[config.mk]
export PLATFORM = sky130hd
export DESIGN_NAME = pipe_ctrl
export DESIGN_NICKNAME = d
export VERILOG_FILES = /design/src/rtl/pipe_ctrl_pkg.sv /design/src/rtl/pipe_ctrl_hazard_detect.sv /design/src/rtl/pipe_ctrl.sv
export SDC_FILE = /design/constraint.sdc
export NUM_CORES = 1
export LEC_CHECK = 0
export CORE_UTILIZATION = 45
export CTS_BUF_LIST = sky130_fd_sc_hd__clkbuf_8
export CTS_CLUSTER_DIAMETER = 40
export CTS_CLUSTER_SIZE = 12
export DETAILED_ROUTE_END_ITERATION = 7
export PLACE_DENSITY_LB_ADDON = 0.25
export RECOVER_POWER = 100
export SLEW_MARGIN = 25
export SYNTH_ARGS = -nofsm -noshare
export SYNTH_HDL_FRONTEND = slang
export SYNTH_HIERARCHICAL = 1
export SYNTH_SLANG_ARGS = --single-unit
[constraint.sdc]
create_clock -name clk -period 2.8 [get_ports clk]
set_input_delay 0.42 -clock clk [delete_from_list [all_inputs] [get_ports clk]]
set_output_delay 0.42 -clock clk [all_outputs]
set_load 0.005 [all_outputs]
[src/rtl/pipe_ctrl_pkg.sv]
// Shared types and defaults for the pipeline stall/flush controller.
package pipe_ctrl_pkg;

    typedef enum logic {
        RUN      = 1'b0,
        DIV_BUSY = 1'b1
    } state_e;

    typedef struct packed {
        logic pc_hold;
        logic fd_stall;
        logic de_stall;
        logic em_stall;
        logic fd_flush;
        logic de_flush;
        logic em_flush;
        logic mw_flush;
    } ctrl_t;

    localparam int DIV_LAT_DEF    = 32;
    localparam int DM_TIMEOUT_DEF = 255;

endpackage

[src/rtl/pipe_ctrl_hazard_detect.sv]
// Load-use comparator: a load in EX whose destination feeds the decode instruction.
import pipe_ctrl_pkg::*;

module hazard_detect (
    input  logic [4:0] rs1_i,
    input  logic [4:0] rs2_i,
    input  logic       use_rs1_i,
    input  logic       use_rs2_i,
    input  logic [4:0] rd_i,
    input  logic       mem_read_i,
    output logic       load_use_o
);

    assign load_use_o = mem_read_i && (rd_i != 5'd0) &&
                        ((use_rs1_i && (rs1_i == rd_i)) || (use_rs2_i && (rs2_i == rd_i)));

endmodule

[src/rtl/pipe_ctrl.sv]
// Stall/flush controller for the five-stage pipeline with data-memory timeout.
// Divide sequencing is built only when PIPE_CTRL_MULDIV_EN is defined.
import pipe_ctrl_pkg::*;

module pipe_ctrl #(
    parameter int DIV_LAT    = DIV_LAT_DEF,
    parameter int DM_TIMEOUT = DM_TIMEOUT_DEF
) (
    input  logic       clk,
    input  logic       rst,
    input  logic [4:0] D_rs1,
    input  logic [4:0] D_rs2,
    input  logic       D_use_rs1,
    input  logic       D_use_rs2,
    input  logic [4:0] E_rd,
    input  logic       E_mem_read,
    input  logic       E_branch_taken,
    input  logic       E_div_start,
    input  logic       M_dm_req,
    input  logic       dm_ready,
    output logic       pc_hold,
    output logic       FD_stall,
    output logic       DE_stall,
    output logic       EM_stall,
    output logic       FD_flush,
    output logic       DE_flush,
    output logic       EM_flush,
    output logic       MW_flush,
    output logic       div_busy,
    output logic       div_done,
    output logic       dm_timeout
);

    localparam int WW = $clog2(DM_TIMEOUT + 1);

    logic          dm_stall;
    logic          load_use;
    logic          div_hold;
    logic          div_done_c;
    logic          div_busy_c;
    ctrl_t         ctrl;
    logic [WW-1:0] wait_cnt_q, wait_cnt_d;
    logic          dm_timeout_q, dm_timeout_d;

    assign dm_stall = M_dm_req & ~dm_ready;

    hazard_detect u_hazard_detect (
        .rs1_i      (D_rs1),
        .rs2_i      (D_rs2),
        .use_rs1_i  (D_use_rs1),
        .use_rs2_i  (D_use_rs2),
        .rd_i       (E_rd),
        .mem_read_i (E_mem_read),
        .load_use_o (load_use)
    );

`ifdef PIPE_CTRL_MULDIV_EN
    localparam int CW = $clog2(DIV_LAT);

    state_e        state_q, state_d;
    logic [CW-1:0] div_cnt_q, div_cnt_d;

    // A memory stall freezes the divide sequence, which also defers div_done.
    always_comb begin
        state_d    = state_q;
        div_cnt_d  = div_cnt_q;
        div_hold   = 1'b0;
        div_done_c = 1'b0;
        if (!dm_stall) begin
            case (state_q)
                RUN: begin
                    if (E_div_start) begin
                        div_hold  = 1'b1;
                        state_d   = DIV_BUSY;
                        div_cnt_d = CW'(DIV_LAT - 1);
                    end
                end
                default: begin
                    if (div_cnt_q != '0) begin
                        div_hold  = 1'b1;
                        div_cnt_d = div_cnt_q - 1'b1;
                    end else begin
                        div_done_c = 1'b1;
                        state_d    = RUN;
                    end
                end
            endcase
        end
        div_busy_c = (state_q == DIV_BUSY) | ((state_q == RUN) & E_div_start & ~dm_stall);
    end

    always_ff @(posedge clk) begin
        if (rst) begin
            state_q   <= RUN;
            div_cnt_q <= '0;
        end else begin
            state_q   <= state_d;
            div_cnt_q <= div_cnt_d;
        end
    end
`else
    localparam int unused_div_lat = DIV_LAT;
    logic unused_div_start;

    assign unused_div_start = E_div_start;
    assign div_hold         = 1'b0;
    assign div_done_c       = 1'b0;
    assign div_busy_c       = 1'b0;
`endif

    always_comb begin
        if (dm_stall) begin
            wait_cnt_d = (wait_cnt_q == WW'(DM_TIMEOUT)) ? wait_cnt_q : wait_cnt_q + 1'b1;
        end else begin
            wait_cnt_d = '0;
        end
        dm_timeout_d = dm_timeout_q | (wait_cnt_d == WW'(DM_TIMEOUT));
    end

    always_ff @(posedge clk) begin
        if (rst) begin
            wait_cnt_q   <= '0;
            dm_timeout_q <= 1'b0;
        end else begin
            wait_cnt_q   <= wait_cnt_d;
            dm_timeout_q <= dm_timeout_d;
        end
    end

    // Priority chain: memory wait, divide, branch redirect, load-use.
    always_comb begin
        ctrl = '0;
        if (dm_stall) begin
            ctrl.pc_hold  = 1'b1;
            ctrl.fd_stall = 1'b1;
            ctrl.de_stall = 1'b1;
            ctrl.em_stall = 1'b1;
            ctrl.mw_flush = 1'b1;
        end else if (div_hold) begin
            ctrl.pc_hold  = 1'b1;
            ctrl.fd_stall = 1'b1;
            ctrl.de_stall = 1'b1;
            ctrl.em_flush = 1'b1;
        end else if (E_branch_taken) begin
            ctrl.fd_flush = 1'b1;
            ctrl.de_flush = 1'b1;
        end else if (load_use) begin
            ctrl.pc_hold  = 1'b1;
            ctrl.fd_stall = 1'b1;
            ctrl.de_flush = 1'b1;
        end
        if (rst) begin
            ctrl = '0;
        end
    end

    assign pc_hold    = ctrl.pc_hold;
    assign FD_stall   = ctrl.fd_stall;
    assign DE_stall   = ctrl.de_stall;
    assign EM_stall   = ctrl.em_stall;
    assign FD_flush   = ctrl.fd_flush;
    assign DE_flush   = ctrl.de_flush;
    assign EM_flush   = ctrl.em_flush;
    assign MW_flush   = ctrl.mw_flush;
    assign div_busy   = div_busy_c & ~rst;
    assign div_done   = div_done_c & ~rst;
    assign dm_timeout = dm_timeout_q & ~rst;

endmodule

### Yosys cells after proc, flatten, opt, wreduce, memory -nomap -nowiden

Index checks and enable logic that the tools add are counted.

| operators by class | value |
|---|---|
| bitwise operators | 5 |
| equal/unequal tests | 4 |
| add/subtract/negate cells | 1 |
| muxes and demuxes | 11 |
| reduce and logical (&&, ||, !) cells | 6 |

Operators with widths:

| kind | count |
|---|---|
| $mux W8 | 3 |
| $eq A8 B8 Y1 const B | 2 |
| $eq A5 B5 Y1 | 2 |
| $add A8 B1 Y8 const B | 1 |
| $mux W3 | 2 |
| $reduce_bool A5 Y1 | 1 |
| $logic_and A1 B1 Y1 | 4 |
| $mux W1 | 4 |
| $mux W2 | 2 |
| $and A1 B1 Y1 | 2 |
| $not A1 Y1 | 2 |
| $logic_or A1 B1 Y1 | 1 |
| $or A1 B1 Y1 | 1 |

| storage, ports and cells | value |
|---|---|
| register bits after elaboration | 9 |
| word-level logic and storage cells | 29 |

### Longest topological paths before layout

Gate-level depths: netlist (run 1).

| logic depth | value |
|---|---|
| depth after elaboration | 8 |
| depth in mapped cells | 7 |
| gate-level depth less buffers | 6 |

### By module

Netlist (run 1), hierarchy kept.

By module, submodules not included:

| module | times used | area an instance (µm²) | cells each | sequential area each (µm²) |
|---|---|---|---|---|
| pipe_ctrl | 1 | 603.1 | 74 | 180.2 |
| hazard_detect | 1 | 133.9 | 17 | 0.0 |

### Worst setup path after synthesis (run 1)

OpenSTA, ideal clock, no wires.

| path | value |
|---|---|
| path kind | input-to-output |
| from | input port E_rd[0] |
| to | output port pc_hold |
| buffers on the path | 1 |
| data arrival time | 1.490 ns |
| cell stages on the path | 7 |
| required time | 2.380 ns |
| path slack | 0.890 ns |
| path through | xor2_1 -> nor4_2 -> nand3_1 -> a21oi_1 -> nand2b_1 -> a21oi_1 -> buf_4 |

| between the ends | value |
|---|---|
| cells in the longest elaborated chain, start to end | 8 |
| elaborated cells on any way between the ends | 12 |

RTL lines:

| element | line | text |
|---|---|---|
| start, declared | pipe_ctrl.sv:15 | `input logic [4:0] E_rd,` |
| $eq A5 B5 Y1 | pipe_ctrl_hazard_detect.sv:15 | `((use_rs1_i && (rs1_i == rd_i)) \|\| (use_rs2_i && (rs2_i == rd_i)));` |
| $logic_and A1 B1 Y1 | pipe_ctrl_hazard_detect.sv:15 |  |
| $logic_or A1 B1 Y1 | pipe_ctrl_hazard_detect.sv:15 |  |
| $logic_and A1 B1 Y1 * | pipe_ctrl_hazard_detect.sv:14 | `assign load_use_o = mem_read_i && (rd_i != 5'd0) &&` |
| named net load_use | pipe_ctrl.sv:37 | `logic load_use;` |
| $mux W2 * | pipe_ctrl.sv:147 | `end else if (load_use) begin` |
| $mux W2 * | pipe_ctrl.sv:144 | `end else if (E_branch_taken) begin` |
| $mux W3 * | pipe_ctrl.sv:133 | `if (dm_stall) begin` |
| $mux W8 * | pipe_ctrl.sv:152 | `if (rst) begin` |
| end, declared | pipe_ctrl.sv:21 | `output logic pc_hold,` |

Mark *: on every way through the listed nets, which the timed path passes. The rest lies on a longest branch.

### Worst setup path in the final report (run 1)

| path | value |
|---|---|
| from | input port M_dm_req |
| to | output port EM_stall |

| between the ends | value |
|---|---|
| cells in the longest elaborated chain, start to end | 3 |

RTL lines:

| element | line | text |
|---|---|---|
| start, declared | pipe_ctrl.sv:19 | `input logic M_dm_req,` |
| $and A1 B1 Y1 | pipe_ctrl.sv:45 | `assign dm_stall = M_dm_req & ~dm_ready;` |
| $mux W1 | pipe_ctrl.sv:133 |  |
| $mux W8 | pipe_ctrl.sv:152 |  |
| end, declared | pipe_ctrl.sv:24 | `output logic EM_stall,` |

Every way passes these cells.

==> results list, run 1 <==
- Final Max Tran Viols: 0
- Critical Path RT: 2.38 ns
- Status: completed
* Maximum number of pins on one net before global-route repair: 13
* Clock buffer count from CTS: 3
- The worst hold path passes through 2 cells.
- Summed over all instances, the cell type with the most area after synthesis is sky130_fd_sc_hd__dfxtp_1.
- Startpoint-to-endpoint class of the critical path: input port to output port
- Power density of the placed cells: 320 nW/µm²
* IO Count: 35
* Leading cell types in the layout, fill and taps excluded: 17 x sky130_fd_sc_hd__clkdlybuf4s50_1, 10 x sky130_fd_sc_hd__xor2_1, 9 x sky130_fd_sc_hd__dfxtp_1, 7 x sky130_fd_sc_hd__nor2_1, 6 x sky130_fd_sc_hd__dlygate4sd3_1
- The path with the worst hold slack has its endpoint at dm_timeout_q$_SDFF_PP0_.
- Measured in cells, the most critical reg-to-reg path has a length of 5.
- The count of nets left with antenna violations once routing finished came out at 0.
- Worst setup skew after layout: 0.00482 ns
- Share of final-layout standard cells stronger than drive strength 1: 10.6%
- In this run the worst setup path begins at M_dm_req.
- Worst Slack Setup Final: 0.357 ns
- Data arrives at the worst endpoint at 2.02 ns.
- DR iter-0 viols: 20
- First drt pass iteration count: 6
- Cell Area, Synth: ~740 µm²
- Once the floorplan was initialized, standard cells occupied 48.4% of the core.
- In the final routed layout, each cell accounts on average for between 10 and 15 µm.
* Maximum capacitance violations: 0
- IR drop worst, VDD: ~0.25 mV
* DIE WIDTH: 42.5 µm
* DR vias/cell: about 5.6
- For this run, the leading register cell type out of synthesis is sky130_fd_sc_hd__dfxtp_1.
* Number of placement rows: 14
- I/O Buffers: 30
* Die Outline Area: 1800 µm²
* P_leak: 0.000478 µW
* TritonCTS clock tree: built
* Portion of the post-synthesis area used by sequential elements: 24.4%
- Via count of the first global-routing pass: 716
- Reg-to-reg endpoint: dm_timeout_q$_SDFF_PP0_
- Fill cells in the final layout number 126.
- The worst path needs between 2 and 2.5 ns of the cycle, external delays included.
- After legalization and detailed placement, the total HPWL measured 1.42 mm.
- Total power draw: 352 µW
- The number of antenna diodes in the final layout is 0.
* GR Util All Layers: 22.8%
* Critical path startpoint category: input port
- Along the worst path, the maximum fanout reaches 4.
- The initial antenna violation count is 0.
- The area growth from synthesis to layout is 49.1%.
* Final setup violation count: 0
- Top area cells in the synthesized netlist: sky130_fd_sc_hd__dfxtp_1 24%, sky130_fd_sc_hd__xor2_1 12%, sky130_fd_sc_hd__buf_4 6.1%, sky130_fd_sc_hd__nand2b_1 4.2%, sky130_fd_sc_hd__nor2_1 3.6%
* Number of H-tree levels: 1
- Height of the chip: 42.5 µm
- The tree is rooted in a sky130_fd_sc_hd__clkbuf_8.
- The library cell used most frequently in the layout, excluding fill and tap cells, is sky130_fd_sc_hd__clkdlybuf4s50_1.
- EDFF count, synth: 0
- STA classifies the critical path endpoint as an output port.
* RSZ-0062 raised after global routing: false
* Part of the cycle the worst path needs: about 87%
- Timing would allow up to 409 MHz.
- In the final timing run, aggregate negative setup slack is 0 ns.
- Total of flip-flops plus latches after synthesis: 9
- Post-CTS clock slew at the launch and capture registers of the worst setup and hold paths: 0.05 ns
- At the end of the flow, the number of nets in the layout was 149.
- Summed over its instances, the top area cell type makes up 24.4% of the synthesized netlist area.
* Class of the worst hold path: register to register
- Overflow left after global routing: 0
- Averaged over all synthesized cells, the footprint is 8.10 µm².
- Counting flops with an async set or reset pin after synthesis yields a share of 0%.
* Detailed-route wire length: between 1.5 and 2 mm
* Warnings from Yosys: 6
- Start point of the worst hold path: dm_timeout_q$_SDFF_PP0_
* Pre-CTS setup slack: -0.111 ns
- The startpoint identified for the worst register-to-register timing path is wait_cnt_q[0]$_SDFF_PP0_.
* Total number of clock tree sinks: 9
- The setup check on the worst reg-to-reg path leaves a slack of 0.95 ns.
* Cts-stage hold buffer count: 0
- Number of DRC violations after detailed routing: 0
- The clock passes through at most 2 buffers.
- The later pin in the worst-skew pair is clocked with a latency of around 0.24 ns.
- RePlAce Congestion: 0.931
- Fin. Hold Viols: 0
- Setup bufs post-CTS: 0
* Gate count of the mapped netlist: 91
- The first global-routing pass estimated 3.11 mm of wire.
- Number of distinct standard cells referenced by the synthesized netlist: 40
* Core footprint: roughly 1500 µm²
- Vias after detailed routing: around 770
kinds of logic (layout without fill, tap and decap cells):
kind of cell / count (synthesis) / count (layout) / share of synthesized area (%)
xor+xnor: 12 / 12 / 14.3
fa+ha+maj: 1 / 1 / 1.70
buf+inv: 11 / 41 / 8.83
flops: 9 / 9 / 24.4
other cells: 1 / 3 / 0.509
simple gates: 34 / 34 / 28.7
compound gates: 22 / 22 / 20.2
mux: 1 / 1 / 1.36
registers in the layout, summed over array words and instances (netlist names):
| signal | count |
|---|---|
| dm_timeout_q | 1 |
| wait_cnt_q | 8 |
area by class of cell:
type / count / area, µm² / share of cell area [%]
Clock buffer: 3 / 41.3 / 3.76
Clock inverter: 1 / 3.75 / 0.342
Sequential cell: 9 / 180 / 16.4
Tap cell: 16 / 20.0 / 1.82
Multi-Input combinational cell: 73 / 513 / 46.7
Timing Repair Buffer: 33 / 325 / 29.6
Inverter: 4 / 15.0 / 1.37
cells in the mapped netlist (2+ instances only):
library cell	count
sky130_fd_sc_hd__a211oi_1	2
sky130_fd_sc_hd__a21oi_1	4
sky130_fd_sc_hd__a31oi_1	2
sky130_fd_sc_hd__and3_1	2
sky130_fd_sc_hd__buf_4	6
sky130_fd_sc_hd__dfxtp_1	9
sky130_fd_sc_hd__inv_1	4
sky130_fd_sc_hd__nand2_1	3
sky130_fd_sc_hd__nand2b_1	5
sky130_fd_sc_hd__nand3_1	3
sky130_fd_sc_hd__nand4_1	3
sky130_fd_sc_hd__nor2_1	7
sky130_fd_sc_hd__o21ai_0	4
sky130_fd_sc_hd__xnor2_1	2
sky130_fd_sc_hd__xor2_1	10
worst max-delay path by stage:
stage | slack, ns | to
3_3_place_gp | -0.09 | pc_hold
5_1_grt | 0.19 | EM_stall
2_1_floorplan | 0.89 | pc_hold
6_report | 0.36 | EM_stall
3_5_place_dp | -0.11 | FD_stall
4_1_cts | 0.01 | FD_stall
stage by stage:
step / cells / hold slack, ns / area, µm² / util, %
after floorplan: 93 / 0.440 / 744 / -
after global placement: 135 / 0.456 / 1040 / 68.1
after detailed placement: 135 / 0.451 / 1040 / 68.1
after CTS: 139 / 0.465 / 1090 / 71.4
after global routing: 139 / 0.512 / 1100 / 72.1
final: 139 / 0.460 / 1100 / 72.1
worst max-delay path: stages:
cell and delay [ns]:
sky130_fd_sc_hd__dlygate4sd3_1 0.54, sky130_fd_sc_hd__nor2b_1 0.24, sky130_fd_sc_hd__nand2b_1 0.13, sky130_fd_sc_hd__inv_1 0.11
sky130_fd_sc_hd__dlygate4sd3_1 0.57
routing by layer:
metal,global-route usage (%),part of all wire (%)
met5,0,0
met1,28.7,43
met2,36.6,51
met3,8.62,5.8
met4,5.63,0.93
power by group:
part	internal [µW]	leakage [µW]	switching (µW)	total, µW
clock network	95.7	0.0000269	54.5	150
registers	129	0.0000726	1.39	131
logic	44.5	0.000378	26.1	70.6
what timing repair did:
item | 4_1_cts | 5_1_grt
cloned | 0 | 0
gates resized for setup | 5 | 6
endpoints found under the hold margin | 0 | 0
setup endpoints to repair | 3 | 3
pin swaps | 2 | 2
Power figures use the tool's default switching activity.
==> run 2: changes to the inputs <==
CORE_UTILIZATION = 35   (was 45)
clock period = 2 ns   (was 2.8 ns; I/O delays follow)
==> results list, run 2 (synthesis gave the netlist of run 1 again) <==
- The run finished with clean final reports.
- The internal power contribution is 374 µW (+39%).
* Overflow left after global routing: 0 (unchanged)
- Share of power burned in the clock network: 42.5% (-0.2 points)
- First-pass GRT wire length: 3.06 mm (-1.6%)
- HPWL after DPL: 1.50 mm (+5.5%)
- The total power per unit cell area came to 444 nW/µm² (+39%).
- The count of maximum capacitance violations was 0 (unchanged).
- Final Max Tran Viols: 0 (unchanged)
* CTS root buf: sky130_fd_sc_hd__clkbuf_8
* Share of final-layout standard cells stronger than drive strength 1: 21.0% (+10 points)
* Critical Path End Type: output port
- Leaving out fill and tap cells, the most frequent cells in the layout are 14 x sky130_fd_sc_hd__clkdlybuf4s50_1, 10 x sky130_fd_sc_hd__xor2_1, 9 x sky130_fd_sc_hd__dfxtp_1, 7 x sky130_fd_sc_hd__nor2_1, 6 x sky130_fd_sc_hd__dlygate4sd2_1.
- Worst setup skew after layout: 0.00254 ns (-0.00228 ns)
- The initial standard-cell utilization of the core came to 37.6% (-11 points).
* Setup bufs post-CTS: 0 (unchanged)
- Bufs on Longest Clock Path: 2 (unchanged)
- Routed len/inst: 12.6 µm (-4.5%)
- DR vias/cell: 5.22 (-6.0%)
- The worst setup path is launched from an input port.
- The final-report setup violation count was 0 (unchanged).
- The minimum setup slack in the final design was 0.0805 ns (-0.276 ns).
- Signal arrival time at the worst endpoint: 1.62 ns (-0.40 ns)
* Number of DRC violations after detailed routing: 0 (unchanged)
- Antenna violations before repair: 0 (unchanged)
* Part of the cycle the worst path needs: 96.0%
- TritonCTS clock tree: built
- The number of cells on the worst reg-to-reg path was 5 (unchanged).
- Via count of the first global-routing pass: 735 (+2.7%)
* IR drop worst, VDD: 0.464 mV (+83%)
- Clock buffer count from CTS: 3 (unchanged)
* Detailed-route wire length: 1.90 mm (+3.7%)
- Number of placement rows: 16 (+2)
- The y dimension of the die is 47.9 µm (+13%).
- Number of H-tree levels: 1 (unchanged)
- Critical Path RT: 1.70 ns (-0.68 ns)
- Vias after detailed routing: 788 (+2.1%)
- The final cell count without fillers came to 151 (+8.6%).
- RSZ-0062 raised after global routing: false
- Antenna Diode Count: 0 (unchanged)
- GR Util All Layers: 19.3% (-3.5 points)
* Latest clock arrival within the worst-skew pair: 0.23 ns (about the same)
- Total number of clock tree sinks: 9 (unchanged)
- In this run the worst hold path is classified as register to register.
* Layout area overhead: 48.9%
- The weighted congestion reported at the end of routability-driven placement is 0.834 (-10%).
* Maximum number of pins on one net before global-route repair: 13 (unchanged)
* IO Count: 35 (unchanged)
* Number of instances in the placed design: 147 (+8.9%)
- The layout net count came to 150 (+0.67%).
* Post-CTS clock slew at the launch and capture registers of the worst setup and hold paths: 0.04 ns (about the same)
* Fin. Hold Viols: 0 (unchanged)
- The number of buffers added on ports came to 30 (unchanged).
* DIE WIDTH: 47.9 µm (+13%)
- Flip-flop count of the largest register after layout: 8 (unchanged)
- The fraction of power consumed by sequential logic is 37.4% (+0.2 points).
- Most frequent standard cell in the layout excluding fill and tap cells: sky130_fd_sc_hd__clkdlybuf4s50_1
* Filler cell count: 205 (+63%)
- Die Outline Area: 2290 µm² (+27%)
* Top reg by flops: wait_cnt_q
* Worst hold margin: 0.520 ns (+0.0597 ns)
- Startpoint-to-endpoint class of the critical path: input port to output port
- Registers with the highest flip-flop counts: wait_cnt_q x8, dm_timeout_q x1
- The number of cells on the worst hold path was 2 (unchanged).
- Pre-CTS setup slack: -0.700 ns (-0.589 ns)
* P_leak: 0.000439 µW (-8.1%)
- Antenna violation net count after detailed routing: 0 (unchanged)
* Top achievable clock speed: roughly 520 MHz
- The share of total power in combinational logic is 20.1% (about the same).
- Core footprint: 1960 µm² (+29%)
- Switching power of the nets: 113 µW (+38%)
- The number of violations reported at the end of detailed-routing iteration 0 was 17 (-15%).
* Highest net fanout along the worst path: 3 (-1)
- The number of optimization iterations in the first detailed-route pass is 4 (-2).
- The proportion of total power due to net switching was 23.2% (-0.095 points).
- Minimum clock period after layout: 1.92 ns
run 2: cell count changes in the layout (fill, tap and decap cells not counted), moves of 3 or more:
cell / previous run / this run
sky130_fd_sc_hd__clkbuf_2: 0 / 4
sky130_fd_sc_hd__clkdlybuf4s50_1: 17 / 14
sky130_fd_sc_hd__dlymetal6s2s_1: 4 / 1
sky130_fd_sc_hd__clkdlybuf4s15_1: 0 / 3
sky130_fd_sc_hd__dlygate4sd2_1: 3 / 6
sky130_fd_sc_hd__buf_2: 0 / 3
sky130_fd_sc_hd__dlygate4sd3_1: 6 / 0
run 2: metrics by stage:
step | power, µW | utilization, % | TNS (ns) | area [µm²]
finish | 487 | 55.9 | 0 | 1100
detailed placement | 290 | 54.0 | -2.13 | 1060
floorplan | 224 | - | 0 | 744
CTS | 488 | 55.6 | 0 | 1090
global route | 509 | 55.9 | 0 | 1100
global placement | 288 | 54.0 | -1.75 | 1060
run 2: worst paths after layout:
kind / start / slack [ns] / end
max: dm_ready / 0.08 / FD_flush
min: dm_timeout_q$_SDFF_PP0_ / 0.52 / dm_timeout_q$_SDFF_PP0_
max reg2reg: wait_cnt_q[1]$_SDFF_PP0_ / 0.26 / dm_timeout_q$_SDFF_PP0_
min reg2reg: dm_timeout_q$_SDFF_PP0_ / 0.52 / dm_timeout_q$_SDFF_PP0_
run 2: cell type report:
class / instances / area [µm²] / area share (%)
clock buffers: 3 / 41.3 / 3.76
clock inverters: 1 / 3.75 / 0.342
inverters: 4 / 15.0 / 1.37
multi-input cells: 73 / 531 / 48.3
flip-flops and latches: 9 / 180 / 16.4
well taps: 27 / 33.8 / 3.08
repair buffers: 34 / 293 / 26.7
run 2: repair_timing:
item / CTS / global route
gates resized for setup: 29 / 15
pin swaps: 10 / 11
hold buffers: 0 / 0
endpoints found under the setup margin: 6 / 8
run 2: worst max-delay path, stage by stage:
cell	delay [ns]
sky130_fd_sc_hd__clkdlybuf4s50_1	0.52
sky130_fd_sc_hd__nor2b_4	0.06
sky130_fd_sc_hd__nor3b_1	0.20
sky130_fd_sc_hd__clkdlybuf4s50_1	0.54
run 2: per-layer routing:
layer	part of all wire [%]	GRT usage, %	vias to the layer above
li1	-	-	389
met3	5.4	6.79	5
met1	40	23.1	365
met5	0	0	-
met4	0.79	4.44	0
met2	53	33.0	29
run 2: power groups by stage:
stage	registers [µW]	logic (µW)	clock network (µW)
finish	182	98.0	207
floorplan	186	38.5	0
global route	182	107	219
CTS	182	97.0	209
global placement	185	103	0
detailed placement	185	104	0
